## src/rtl/cpu_pkg.sv

```systemverilog
// Shared CPU pipeline widths and forwarding-source encoding.
package cpu_pkg;

    localparam int unsigned DW = 32;
    localparam int unsigned AW = 5;
    localparam logic [AW-1:0] ZERO_REG = 5'd0;

    typedef enum logic [1:0] {
        FWD_RF,
        FWD_WB,
        FWD_MEM,
        FWD_EX
    } fwd_sel_t;

endpackage

```

## src/rtl/operand_bypass.sv

```systemverilog
// Resolves one source operand against the EX/MEM/WB producers.
// OFS_BYPASS_EN selects full forwarding; otherwise any producer match stalls.
module operand_bypass
    import cpu_pkg::*;
(
    input  logic          useSrc,
    input  logic [AW-1:0] idx,
    input  logic [DW-1:0] rfData,
    input  logic          exRegwrite,
    input  logic          exMemread,
    input  logic [AW-1:0] exWreg,
    input  logic [DW-1:0] exWdata,
    input  logic          memRegwrite,
    input  logic [AW-1:0] memWreg,
    input  logic [DW-1:0] memWdata,
    input  logic          wbRegwrite,
    input  logic [AW-1:0] wbWreg,
    input  logic [DW-1:0] wbWdata,
    output logic [DW-1:0] operand,
    output logic          hazard,
    output fwd_sel_t      sel
);

    logic live;
    logic exHit;
    logic memHit;
    logic wbHit;

    assign live   = useSrc && (idx != ZERO_REG);
    assign exHit  = live && exRegwrite  && (exWreg  == idx);
    assign memHit = live && memRegwrite && (memWreg == idx);
    assign wbHit  = live && wbRegwrite  && (wbWreg  == idx);

    // Youngest producer wins; without forwarding this names the blocking producer.
    always_comb begin
        sel = FWD_RF;
        if (exHit)
            sel = FWD_EX;
        else if (memHit)
            sel = FWD_MEM;
        else if (wbHit)
            sel = FWD_WB;
    end

`ifdef OFS_BYPASS_EN
    assign hazard = exHit && exMemread;

    always_comb begin
        operand = '0;
        case (sel)
            FWD_EX:  operand = exWdata;
            FWD_MEM: operand = memWdata;
            FWD_WB:  operand = wbWdata;
            default: operand = (idx == ZERO_REG) ? '0 : rfData;
        endcase
    end
`else
    logic unusedFwd;

    assign hazard    = exHit || memHit || wbHit;
    assign operand   = (idx == ZERO_REG) ? '0 : rfData;
    assign unusedFwd = ^{exMemread, exWdata, memWdata, wbWdata};
`endif

endmodule

```

## src/rtl/operand_fetch_stage.sv

```systemverilog
// Operand fetch stage: regfile addressing, bypass/hazard resolution, ID/EX slot.
// Build option: OFS_BYPASS_EN enables EX/MEM/WB forwarding (load-use stall only).
module operand_fetch_stage
    import cpu_pkg::*;
(
    input  logic          clk,
    input  logic          rst,
    input  logic          in_valid,
    output logic          in_ready,
    input  logic [AW-1:0] in_rs,
    input  logic [AW-1:0] in_rt,
    input  logic          in_use_rs,
    input  logic          in_use_rt,
    input  logic [AW-1:0] in_rd,
    input  logic          in_regwrite,
    input  logic          in_memread,
    input  logic [DW-1:0] in_imm,
    output logic [AW-1:0] rf_raddr1,
    output logic [AW-1:0] rf_raddr2,
    input  logic [DW-1:0] rf_rdata1,
    input  logic [DW-1:0] rf_rdata2,
    input  logic          ex_regwrite,
    input  logic          ex_memread,
    input  logic [AW-1:0] ex_wreg,
    input  logic [DW-1:0] ex_wdata,
    input  logic          mem_regwrite,
    input  logic [AW-1:0] mem_wreg,
    input  logic [DW-1:0] mem_wdata,
    input  logic          wb_regwrite,
    input  logic [AW-1:0] wb_wreg,
    input  logic [DW-1:0] wb_wdata,
    input  logic          flush,
    output logic          out_valid,
    input  logic          out_ready,
    output logic [DW-1:0] out_op_a,
    output logic [DW-1:0] out_op_b,
    output logic [DW-1:0] out_imm,
    output logic [AW-1:0] out_rd,
    output logic          out_regwrite,
    output logic          out_memread,
    output logic [31:0]   stall_cnt
);

    logic [DW-1:0] opA;
    logic [DW-1:0] opB;
    logic          hazA;
    logic          hazB;
    fwd_sel_t      selA;
    fwd_sel_t      selB;
    logic          hazard;
    logic          load;
    logic          unusedSel;

    assign rf_raddr1 = in_rs;
    assign rf_raddr2 = in_rt;

    operand_bypass u_bypassA (
        .useSrc      (in_use_rs),
        .idx         (in_rs),
        .rfData      (rf_rdata1),
        .exRegwrite  (ex_regwrite),
        .exMemread   (ex_memread),
        .exWreg      (ex_wreg),
        .exWdata     (ex_wdata),
        .memRegwrite (mem_regwrite),
        .memWreg     (mem_wreg),
        .memWdata    (mem_wdata),
        .wbRegwrite  (wb_regwrite),
        .wbWreg      (wb_wreg),
        .wbWdata     (wb_wdata),
        .operand     (opA),
        .hazard      (hazA),
        .sel         (selA)
    );

    operand_bypass u_bypassB (
        .useSrc      (in_use_rt),
        .idx         (in_rt),
        .rfData      (rf_rdata2),
        .exRegwrite  (ex_regwrite),
        .exMemread   (ex_memread),
        .exWreg      (ex_wreg),
        .exWdata     (ex_wdata),
        .memRegwrite (mem_regwrite),
        .memWreg     (mem_wreg),
        .memWdata    (mem_wdata),
        .wbRegwrite  (wb_regwrite),
        .wbWreg      (wb_wreg),
        .wbWdata     (wb_wdata),
        .operand     (opB),
        .hazard      (hazB),
        .sel         (selB)
    );

    // Source selection is resolved inside the bypass units; kept only for debug visibility.
    assign unusedSel = ^{selA, selB};

    assign hazard   = hazA || hazB;
    assign in_ready = (!out_valid || out_ready) && !hazard && !flush;
    assign load     = in_valid && in_ready;

    always_ff @(posedge clk or negedge rst) begin
        if (!rst) begin
            out_valid    <= 1'b0;
            out_op_a     <= '0;
            out_op_b     <= '0;
            out_imm      <= '0;
            out_rd       <= '0;
            out_regwrite <= 1'b0;
            out_memread  <= 1'b0;
        end else if (flush) begin
            out_valid <= 1'b0;
        end else if (load) begin
            out_valid    <= 1'b1;
            out_op_a     <= opA;
            out_op_b     <= opB;
            out_imm      <= in_imm;
            out_rd       <= in_rd;
            out_regwrite <= in_regwrite;
            out_memread  <= in_memread;
        end else if (out_ready) begin
            out_valid <= 1'b0;
        end
    end

    always_ff @(posedge clk or negedge rst) begin
        if (!rst)
            stall_cnt <= '0;
        else if (in_valid && hazard && !flush && (stall_cnt != '1))
            stall_cnt <= stall_cnt + 32'd1;
    end

endmodule
```

## config.mk

```make
export PLATFORM = sky130hd
export DESIGN_NAME = operand_fetch_stage
export DESIGN_NICKNAME = d
export VERILOG_FILES = /design/src/rtl/cpu_pkg.sv /design/src/rtl/operand_bypass.sv /design/src/rtl/operand_fetch_stage.sv
export SDC_FILE = /design/constraint.sdc
export NUM_CORES = 1
export LEC_CHECK = 0
export BUFFER_PORTS_ARGS = -buffer_cell sky130_fd_sc_hd__buf_2
export CAP_MARGIN = 0
export CORE_AREA = 5 5 147 149
export DETAILED_ROUTE_END_ITERATION = 10
export DIE_AREA = 0 0 152 154
export MAX_ROUTING_LAYER = met4
export PLACE_DENSITY_LB_ADDON = 0.25
export SETUP_SLACK_MARGIN = 0.4
export SYNTH_ARGS = -nofsm -noshare
export SYNTH_HDL_FRONTEND = slang
export SYNTH_SLANG_ARGS = --single-unit
```

## constraint.sdc

```tcl
create_clock -name clk -period 4.1 [get_ports clk]
set_input_delay 0.41 -clock clk [delete_from_list [all_inputs] [get_ports clk]]
set_output_delay 0.41 -clock clk [all_outputs]
set_load 0.01 [all_outputs]
```

==> impl_metrics.env, run 1 <==
export IMPL_fill_cells=2008
export IMPL_num_vias=5049
export IMPL_hpwl_microns=12700
export IMPL_cts_hold_buf=0
export IMPL_drtPass1Iterations=4
export IMPL_drt_iter0_drc=201
export IMPL_place_congestion=0.822
export IMPL_clockRootBuffer="clkbuf_16"
export IMPL_wire_per_inst_microns=15.3
export IMPL_grt_pass1_wl_microns=28300
export IMPL_crit_path_end_kind="register"
export IMPL_finalSetupTns_ns=0
export IMPL_synth_top_area_share_pct=55.4
export IMPL_max_freq_ghz=0.386
export IMPL_finalCriticalPeriod_ns=2.59
export IMPL_required_ns=4.39
export IMPL_synth_cell_types=35
export IMPL_critical_path_cell_chain="ha_1 -> and2_1 -> nand3_1 -> nand2b_1 -> o31a_1 -> o21ai_4 -> mux2_1"
export IMPL_syn_num_nets=813
export IMPL_syn_avg_cell_area_sq_um=10.6
export IMPL_drc=0
export IMPL_min_path_type="in -> async"
export IMPL_dieHeight_microns=154
export IMPL_cap_viol_max_count=0
export IMPL_violations="negative hold slack"
export IMPL_yosysTopAreaCell="dfrtp_1"
export IMPL_tritoncts="done"
export IMPL_syn_area_sq_um=6140
export IMPL_p_total_uw=3970
export IMPL_fin_skew_ns=0.0117
export IMPL_hold_viol_final=28
export IMPL_initial_core_util_pct=30.7
export IMPL_tightest_slew_ns=0.867
export IMPL_crit_path_max_fanout=28
export IMPL_clock_sinks=136
export IMPL_wirelength_microns=17400
export IMPL_num_antenna_cells=0
export IMPL_post_cts_resize_count=0
export IMPL_post_cts_buffers=0
export IMPL_synth_main_ff_cell="dfrtp_1"
export IMPL_whs_ns=-0.0201
export IMPL_vias_per_cell=4.46
export IMPL_synth_edff_count=0
export IMPL_power_leakage_uw=0.00432
export IMPL_critPathMaxStageDelay_ns=0.41
export IMPL_power_density_cell_area_nw_per_um2=475
export IMPL_ioPinCount=382
export IMPL_antenna_found_initial=0
export IMPL_crit_type="reg -> reg"
export IMPL_timing_final_crit_share_pct=63.2
export IMPL_slew_violations=0
export IMPL_fin_nets=1086
export IMPL_drive_above_1_share_pct=43.5
export IMPL_layout_core_utilization_pct=41.8
export IMPL_ys_top_cells_by_area="dfrtp_1 (55%), xor2_1 (7.1%), mux2_2 (6.8%)"
export IMPL_numPortBuffers=284
export IMPL_ys_ff_latch=136
export IMPL_area_growth_pct=36.3
export IMPL_arrival_ns=2.88
export IMPL_setup_violations=0
export IMPL_coreArea_sq_um=20000
export IMPL_cts_clk_slew_worst_paths_ns=0.06
export IMPL_die_w_microns=152
export IMPL_row_count=52
export IMPL_clock_latency_ns=0.42
export IMPL_ir_drop_mv=0.250
export IMPL_synthArstFlopShare_pct=100
export IMPL_synth_warnings=0
export IMPL_grt_max_degree=131
export IMPL_synth_cells=577
export IMPL_cts_buffer_depth=2
export IMPL_grt_usage_pct=15.3
export IMPL_seq_area_frac_synth_pct=55.4
export IMPL_slowest_stage="dfrtp_1"
export IMPL_rsz0062_at_grt="no"
export IMPL_grt_overflow_total=0
export IMPL_htreeDepth=4
export IMPL_grt_pass1_vias=5243
export IMPL_numCtsBuffers=17
export IMPL_startpoint_type="register"
export IMPL_status="finished, violations left"
export IMPL_die_area_sq_um=23400
export IMPL_ant_nets=0
export IMPL_relSlewSlack_pct=42.0
cell type report:
type                    instances  area [sq um]  share of cell area, %
inverters                      69           259                   3.09
clock inverters                13           168                   2.00
flip-flops and latches        136          3400                   40.6
repair buffers                290          1490                   17.7
clock buffers                  19           453                   5.41
multi-input cells             336          2270                   27.1
well taps                     270           338                   4.03
path summary, 6_finish.rpt:
check	slack [ns]	to	cells past startpoint	start
worst max-delay path	1.51	stall_cnt[1]$_DFFE_PN0P_	7	stall_cnt[0]$_DFFE_PN0P_
worst max register to register	1.51	stall_cnt[1]$_DFFE_PN0P_	7	stall_cnt[0]$_DFFE_PN0P_
min in group clk	0.19	out_valid$_DFFE_PN0P_	2	flush
max in group asynchronous	3.13	out_imm[7]$_DFFE_PN0P_	2	rst
worst min register to register	0.48	stall_cnt[31]$_DFFE_PN0P_	1	stall_cnt[31]$_DFFE_PN0P_
worst min-delay path	-0.02	stall_cnt[0]$_DFFE_PN0P_	1	rst
registers in the layout (all words and copies together) (netlist names):
register and count:
out_op_b 32, out_regwrite 1, stall_cnt 32, out_memread 1, out_imm 32, out_rd 5
out_op_a 32, out_valid 1
Yosys cell counts (3+ instances only):
| master | number |
|---|---|
| and3_1 | 6 |
| buf_1 | 6 |
| buf_2 | 7 |
| buf_4 | 10 |
| buf_6 | 3 |
| clkbuf_1 | 9 |
| dfrtp_1 | 136 |
| inv_1 | 69 |
| mux2_2 | 37 |
| nand2_1 | 22 |
| nand3_1 | 80 |
| nand4_1 | 3 |
| nor2_1 | 19 |
| nor3_1 | 8 |
| nor3_2 | 8 |
| nor4_1 | 8 |
| o21ai_0 | 64 |
| xnor2_1 | 11 |
| xor2_1 | 50 |
cells in the final DEF, fill, tap and decap left out, types with 2 or more instances in the layout:
master | synthesis | routed
nor2b_1 | 2 | 2
clkbuf_16 | 0 | 17
inv_6 | 0 | 3
buf_4 | 10 | 5
mux2_2 | 37 | 37
nand4_1 | 3 | 3
clkinvlp_4 | 0 | 2
nand3_1 | 80 | 80
nand2_1 | 22 | 22
nand2b_1 | 2 | 2
a31oi_4 | 2 | 2
and2_1 | 2 | 2
inv_1 | 69 | 69
dfrtp_1 | 136 | 136
mux2_4 | 2 | 2
and3_1 | 6 | 6
clkinv_4 | 0 | 3
bufinv_16 | 0 | 3
o21ai_0 | 64 | 64
nor3_2 | 8 | 8
nor4_1 | 8 | 8
xor2_1 | 50 | 50
xnor2_1 | 11 | 11
clkbuf_8 | 0 | 2
buf_2 | 7 | 283
clkinv_2 | 0 | 2
nor2_1 | 19 | 19
nor3_1 | 8 | 8
metrics by stage:
stage               std cells  setup slack (ns)  hold slack, ns  instance area (sq um)
CTS                      1133              1.51         0.00168                   8370
global placement         1101              1.42           0.462                   7750
floorplan                 577              1.82           0.114                   6140
global route             1133              1.36          0.0255                   8370
finish                   1133              1.51         -0.0201                   8370
detailed placement       1101              1.42           0.458                   7750
cell families after synthesis:
group	after synthesis	synth area share [%]
AO/OA/AOI/OAI	70	6.54
XOR/XNOR	61	8.69
adder cells (fa/ha/maj)	1	0.204
buffers and inverters	105	7.72
flip-flops	136	55.4
multiplexers	40	7.45
AND/OR/NAND/NOR	164	14.0
worst max-delay path: cells and delay by family, from the launching register on:
| family | cells | cell delay [ns] |
|---|---|---|
| adder cells (fa/ha/maj) | 1 | 0.18 |
| AND/OR/NAND/NOR | 3 | 0.78 |
| multiplexers | 1 | 0.38 |
| flip-flops | 1 | 0.41 |
| AO/OA/AOI/OAI | 2 | 0.70 |
power by group:
part / internal (uW) / switching (uW)
Combinational: 331 / 395
Clock: 996 / 610
Sequential: 1540 / 97.7
per-layer routing:
layer / GRT usage (%) / routed length [microns]
met5: - / 0
met4: 5.86 / 437
met3: 3.57 / 1020
met1: 18.4 / 7400
met2: 25.1 / 8490
Note: power is estimated with default switching activity, not from simulation.
==> run 2, diff against run 1 <==
- CORE_AREA: 5 5 147 149 -> default
- CORE_ASPECT_RATIO: default -> 0.5
- CORE_MARGIN: default -> 5
- CORE_UTILIZATION: default -> 39
- DIE_AREA: 0 0 152 154 -> default
- clock period: 4.1 -> 2.2 ns (I/O delays scaled with it)
==> impl_metrics.env, run 2 (synthesis gave the netlist of run 1 again) <==
export IMPL_num_vias=5434
export IMPL_wirelength_microns=18300
export IMPL_dieHeight_microns=98.8
export IMPL_ioPinCount=382
export IMPL_grt_usage_pct=19.2
export IMPL_die_w_microns=188
export IMPL_swShare_pct=28.1
export IMPL_drtPass1Iterations=4
export IMPL_setup_ws_ns=0.253
export IMPL_layout_core_utilization_pct=59.4
export IMPL_setup_violations=0
export IMPL_p_sw_uw=2110
export IMPL_antenna_found_initial=0
export IMPL_cts_buffer_depth=2
export IMPL_drt_iter0_drc=221
export IMPL_register_area_sq_um=3400
export IMPL_grt_pass1_wl_microns=27900
export IMPL_tritoncts="done"
export IMPL_finalCriticalPeriod_ns=1.95
export IMPL_grt_pass1_vias=5489
export IMPL_place_ws_ns=-0.279
export IMPL_cap_viol_max_count=0
export IMPL_ant_nets=0
export IMPL_row_count=32
export IMPL_timing_final_crit_share_pct=88.5
export IMPL_grt_overflow_total=0
export IMPL_num_antenna_cells=0
export IMPL_ir_drop_mv=0.554
export IMPL_p_int_uw=5410
export IMPL_crit_type="reg -> reg"
export IMPL_hpwl_microns=12500
export IMPL_coreArea_sq_um=15400
export IMPL_rsz0062_at_grt="yes"
export IMPL_place_congestion=0.871
export IMPL_fill_cells=1336
export IMPL_htreeDepth=4
export IMPL_min_path_type="in -> reg"
export IMPL_layout_commonest_cell="buf_2"
export IMPL_numCtsBuffers=17
export IMPL_die_area_sq_um=18500
export IMPL_combPwrFrac_pct=20.0
export IMPL_clockRootBuffer="clkbuf_16"
export IMPL_pwr_share_clk_pct=39.1
export IMPL_drc=0
export IMPL_required_ns=2.48
export IMPL_p_seq_share_pct=40.9
export IMPL_final_cell_mix="buf_2 (270), dfrtp_1 (135), nand3_1 (77)"
export IMPL_placed_cells=1061
export IMPL_startpoint_type="register"
export IMPL_power_density_cell_area_nw_per_um2=820
export IMPL_multiInputGateArea_sq_um=2540
export IMPL_hold_viol_final=0
export IMPL_clock_sinks=136
export IMPL_tightest_slew_ns=0.580
export IMPL_crit_path_max_fanout=6
export IMPL_final_instance_count_excl_fill=1121
export IMPL_drive_above_1_share_pct=50.1
export IMPL_fin_nets=1140
export IMPL_wire_per_inst_microns=16.3
export IMPL_fin_skew_ns=0.00791
export IMPL_arrival_ns=2.23
export IMPL_grt_max_degree=71
export IMPL_numPortBuffers=284
export IMPL_finalSetupTns_ns=0
export IMPL_vias_per_cell=4.85
export IMPL_power_leakage_uw=0.00470
export IMPL_initial_core_util_pct=39.9
export IMPL_area_growth_pct=49.1
export IMPL_relSlewSlack_pct=61.1
export IMPL_max_freq_ghz=0.514
export IMPL_status="finished, final reports clean"
export IMPL_slew_violations=0
export IMPL_cts_clk_slew_worst_paths_ns=0.06
export IMPL_crit_path_end_kind="register"
export IMPL_clock_latency_ns=0.40
-- run 2: repair_timing --
action,in CTS,in global routing
cloned,3,2
hold endpoints to repair,40,0
gates resized for setup,20,48
setup buffers,11,10
pin swaps,19,35
hold buffers,2,0
setup endpoints to repair,128,72
-- run 2: per-stage QoR --
step	hold WS [ns]	area, sq um	total power (uW)
3_5_place_dp	0.167	8000	4550
2_1_floorplan	-0.0756	6220	3790
3_3_place_gp	0.166	8000	4510
6_report	0.0305	9160	7520
5_1_grt	0.0181	9160	7910
4_1_cts	0.0171	8840	7580
-- run 2: final timing paths --
| kind | end | cells after the start | startpoint | slack, ns |
|---|---|---|---|---|
| worst max-delay path | stall_cnt[29]$_DFFE_PN0P_ | 8 | stall_cnt[25]$_DFFE_PN0P_ | 0.25 |
| worst min-delay path | out_op_b[11]$_DFFE_PN0P_ | 3 | rf_rdata2[11] | 0.03 |
| worst max register to register | stall_cnt[29]$_DFFE_PN0P_ | 8 | stall_cnt[25]$_DFFE_PN0P_ | 0.25 |
| worst min register to register | stall_cnt[23]$_DFFE_PN0P_ | 1 | stall_cnt[23]$_DFFE_PN0P_ | 0.50 |
| max in group asynchronous | stall_cnt[0]$_DFFE_PN0P_ | 3 | rst | 1.26 |
| min in group asynchronous | out_op_a[1]$_DFFE_PN0P_ | 2 | rst | 0.30 |
-- run 2: area by class of cell --
cell class	count	share of cell area [%]
flip-flops and latches	136	37.2
inverters	69	2.83
repair buffers	340	22.9
multi-input cells	340	27.8
well taps	204	2.79
clock inverters	13	1.87
clock buffers	19	4.72
-- run 2: metal layers --
| layer | vias to the layer above | track usage (%) | wire (microns) |
|---|---|---|---|
| li1 | 2571 | - | - |
| met1 | 2646 | 23.8 | 7770 |
| met2 | 190 | 31.7 | 9070 |
| met3 | 27 | 4.21 | 1120 |
| met4 | 0 | 6.09 | 365 |
| met5 | - | - | 0 |
-- run 2: critical path: stages, from the launching register on --
cell and delay (ns):
dfrtp_1 0.35, and3_1 0.20, and3_1 0.21, nand4_1 0.13, o31a_1 0.39, buf_6 0.16, o21ai_4 0.15, nor3_2 0.09
xor2_1 0.15
-- run 2: power groups by stage --
stage,Combinational (uW),Clock (uW),Sequential (uW)
after floorplan,485,0,3310
after global placement,1410,0,3100
final,1510,2940,3070
after CTS,1480,3020,3080
after global routing,1650,3140,3120
after detailed placement,1450,0,3110
==> run 3, diff against run 2 <==
--- a/config.mk
+++ b/config.mk
@@ -16,2 +16,4 @@
 export SETUP_SLACK_MARGIN = 0.4
+export SKIP_CTS_REPAIR_TIMING = 1
+export SLEW_MARGIN = 15
 export SYNTH_ARGS = -nofsm -noshare
==> constraint.sdc (replaced) <==
create_clock -name clk -period 2.2 [get_ports clk]
set_input_delay 0.44 -clock clk [delete_from_list [all_inputs] [get_ports clk]]
set_output_delay 0.44 -clock clk [all_outputs]
set_load 0.01 [all_outputs]
==> impl_metrics.env, run 3 (synthesis gave the netlist of run 1 again) <==
export IMPL_status="finished, final reports clean"
export IMPL_r2r_cells=8
export IMPL_grt_pass1_vias=5381
export IMPL_crit_path_max_fanout=5
export IMPL_antenna_found_initial=0
export IMPL_num_antenna_cells=0
export IMPL_required_ns=1.76
export IMPL_startpoint_type="input port"
export IMPL_finalCriticalPeriod_ns=2.17
export IMPL_tritoncts="done"
export IMPL_cts_buffer_depth=2
export IMPL_critical_path_cell_chain="buf_4 -> xor2_1 -> nor4_1 -> nand3_1 -> a31oi_4 -> nor2_2 -> nand2_1 -> nor2_1 -> buf_2"
export IMPL_htreeDepth=4
export IMPL_slowest_stage="a31oi_4"
export IMPL_crit_type="in -> out"
export IMPL_r2r_end="stall_cnt[1]$_DFFE_PN0P_"
export IMPL_row_count=32
export IMPL_place_congestion=0.862
export IMPL_drtPass1Iterations=4
export IMPL_cap_viol_max_count=0
export IMPL_coreArea_sq_um=15400
export IMPL_arrival_ns=1.73
export IMPL_tightest_slew_ns=0.487
export IMPL_worstHoldEndpoint="out_valid$_DFFE_PN0P_"
export IMPL_fill_cells=1288
export IMPL_numCtsBuffers=17
export IMPL_grt_overflow_total=0
export IMPL_rrSetupSlack_ns=0.11
export IMPL_rsz0062_at_grt="yes"
export IMPL_grt_max_degree=53
export IMPL_die_w_microns=188
export IMPL_vias_per_cell=4.80
export IMPL_hold_viol_final=0
export IMPL_place_ws_ns=-0.248
export IMPL_numPortBuffers=284
export IMPL_placed_cells=1057
export IMPL_slew_violations=0
export IMPL_wirelength_microns=18600
export IMPL_placed_cell_area_sq_um=7980
export IMPL_clock_sinks=136
export IMPL_clockRootBuffer="clkbuf_16"
export IMPL_min_path_type="in -> reg"
export IMPL_hold_start="flush"
export IMPL_ir_drop_mv=0.537
export IMPL_wire_per_inst_microns=16.7
export IMPL_clock_latency_ns=0.41
export IMPL_hpwl_microns=12500
export IMPL_fin_nets=1134
export IMPL_reg2reg_from="stall_cnt[1]$_DFFE_PN0P_"
export IMPL_final_instance_count_excl_fill=1114
export IMPL_power_leakage_uw=0.00500
export IMPL_die_area_sq_um=18500
export IMPL_grt_pass1_wl_microns=27500
export IMPL_dieHeight_microns=98.8
export IMPL_grt_usage_pct=18.8
export IMPL_ant_nets=0
export IMPL_layout_commonest_cell="buf_2"
export IMPL_ioPinCount=382
export IMPL_drive_above_1_share_pct=54.2
export IMPL_fin_area_sq_um=9580
export IMPL_area_growth_pct=55.9
export IMPL_power_density_cell_area_nw_per_um2=782
export IMPL_holdPathStages=2
export IMPL_final_cell_mix="buf_2 (271), dfrtp_1 (134), inv_1 (69)"
export IMPL_relSlewSlack_pct=67.5
export IMPL_drc=0
export IMPL_critPathMaxStageDelay_ns=0.27
export IMPL_setup_ws_ns=0.0258
export IMPL_setup_violations=0
export IMPL_drt_iter0_drc=193
export IMPL_fin_skew_ns=0.0107
export IMPL_initial_core_util_pct=39.9
export IMPL_max_freq_ghz=0.460
export IMPL_cp_top_family="simple AND/OR/NAND/NOR gates"
export IMPL_num_vias=5349
export IMPL_cts_clk_slew_worst_paths_ns=0.06
export IMPL_crit_path_end_kind="primary output"
export IMPL_layout_core_utilization_pct=62.2
export IMPL_path_buf_inv=2
export IMPL_timing_final_crit_share_pct=98.8
run 3: area by class of cell:
cell class                      count  area, sq um  share of cell area (%)
Multi-Input combinational cell    336         2920                    30.4
Clock buffer                       18          439                    4.58
Sequential cell                   136         3410                    35.5
Inverter                           69          259                    2.70
Timing Repair Buffer              338         2180                    22.8
Tap cell                          204          255                    2.66
Clock inverter                     13          121                    1.27
run 3: worst max path at each step:
stage | startpoint | to | cells after the start | slack, ns
after detailed placement | in_rs[3] | stall_cnt[18]$_DFFE_PN0P_ | 10 | -0.25
after CTS | in_rs[3] | in_ready | 9 | -0.11
after floorplan | in_rs[3] | out_imm[29]$_DFFE_PN0P_ | 8 | 0.18
after global placement | in_rt[0] | out_imm[5]$_DFFE_PN0P_ | 8 | -0.17
final | in_rt[3] | in_ready | 9 | 0.03
after global routing | in_rt[2] | in_ready | 9 | -0.05
run 3: report_power, final:
part / switching (uW) / internal (uW)
Sequential: 199 / 2880
Combinational: 826 / 839
Clock: 1160 / 1590
Total: 2190 / 5310
run 3: through the flow:
step                TNS, ns  power [uW]  hold slack [ns]
floorplan                 0        3800            0.144
global placement     -10.38        4510            0.392
detailed placement   -14.48        4540            0.398
CTS                  -0.108        7320          -0.0428
global route        -0.0535        7870            0.221
finish                    0        7500            0.223
run 3: layer usage:
layer	global-route usage, %	part of all wire, %	up-vias
li1	-	-	2543
met1	22.9	42	2625
met2	32.0	52	155
met3	3.96	4.2	26
met4	5.30	1.6	0
met5	-	0	-
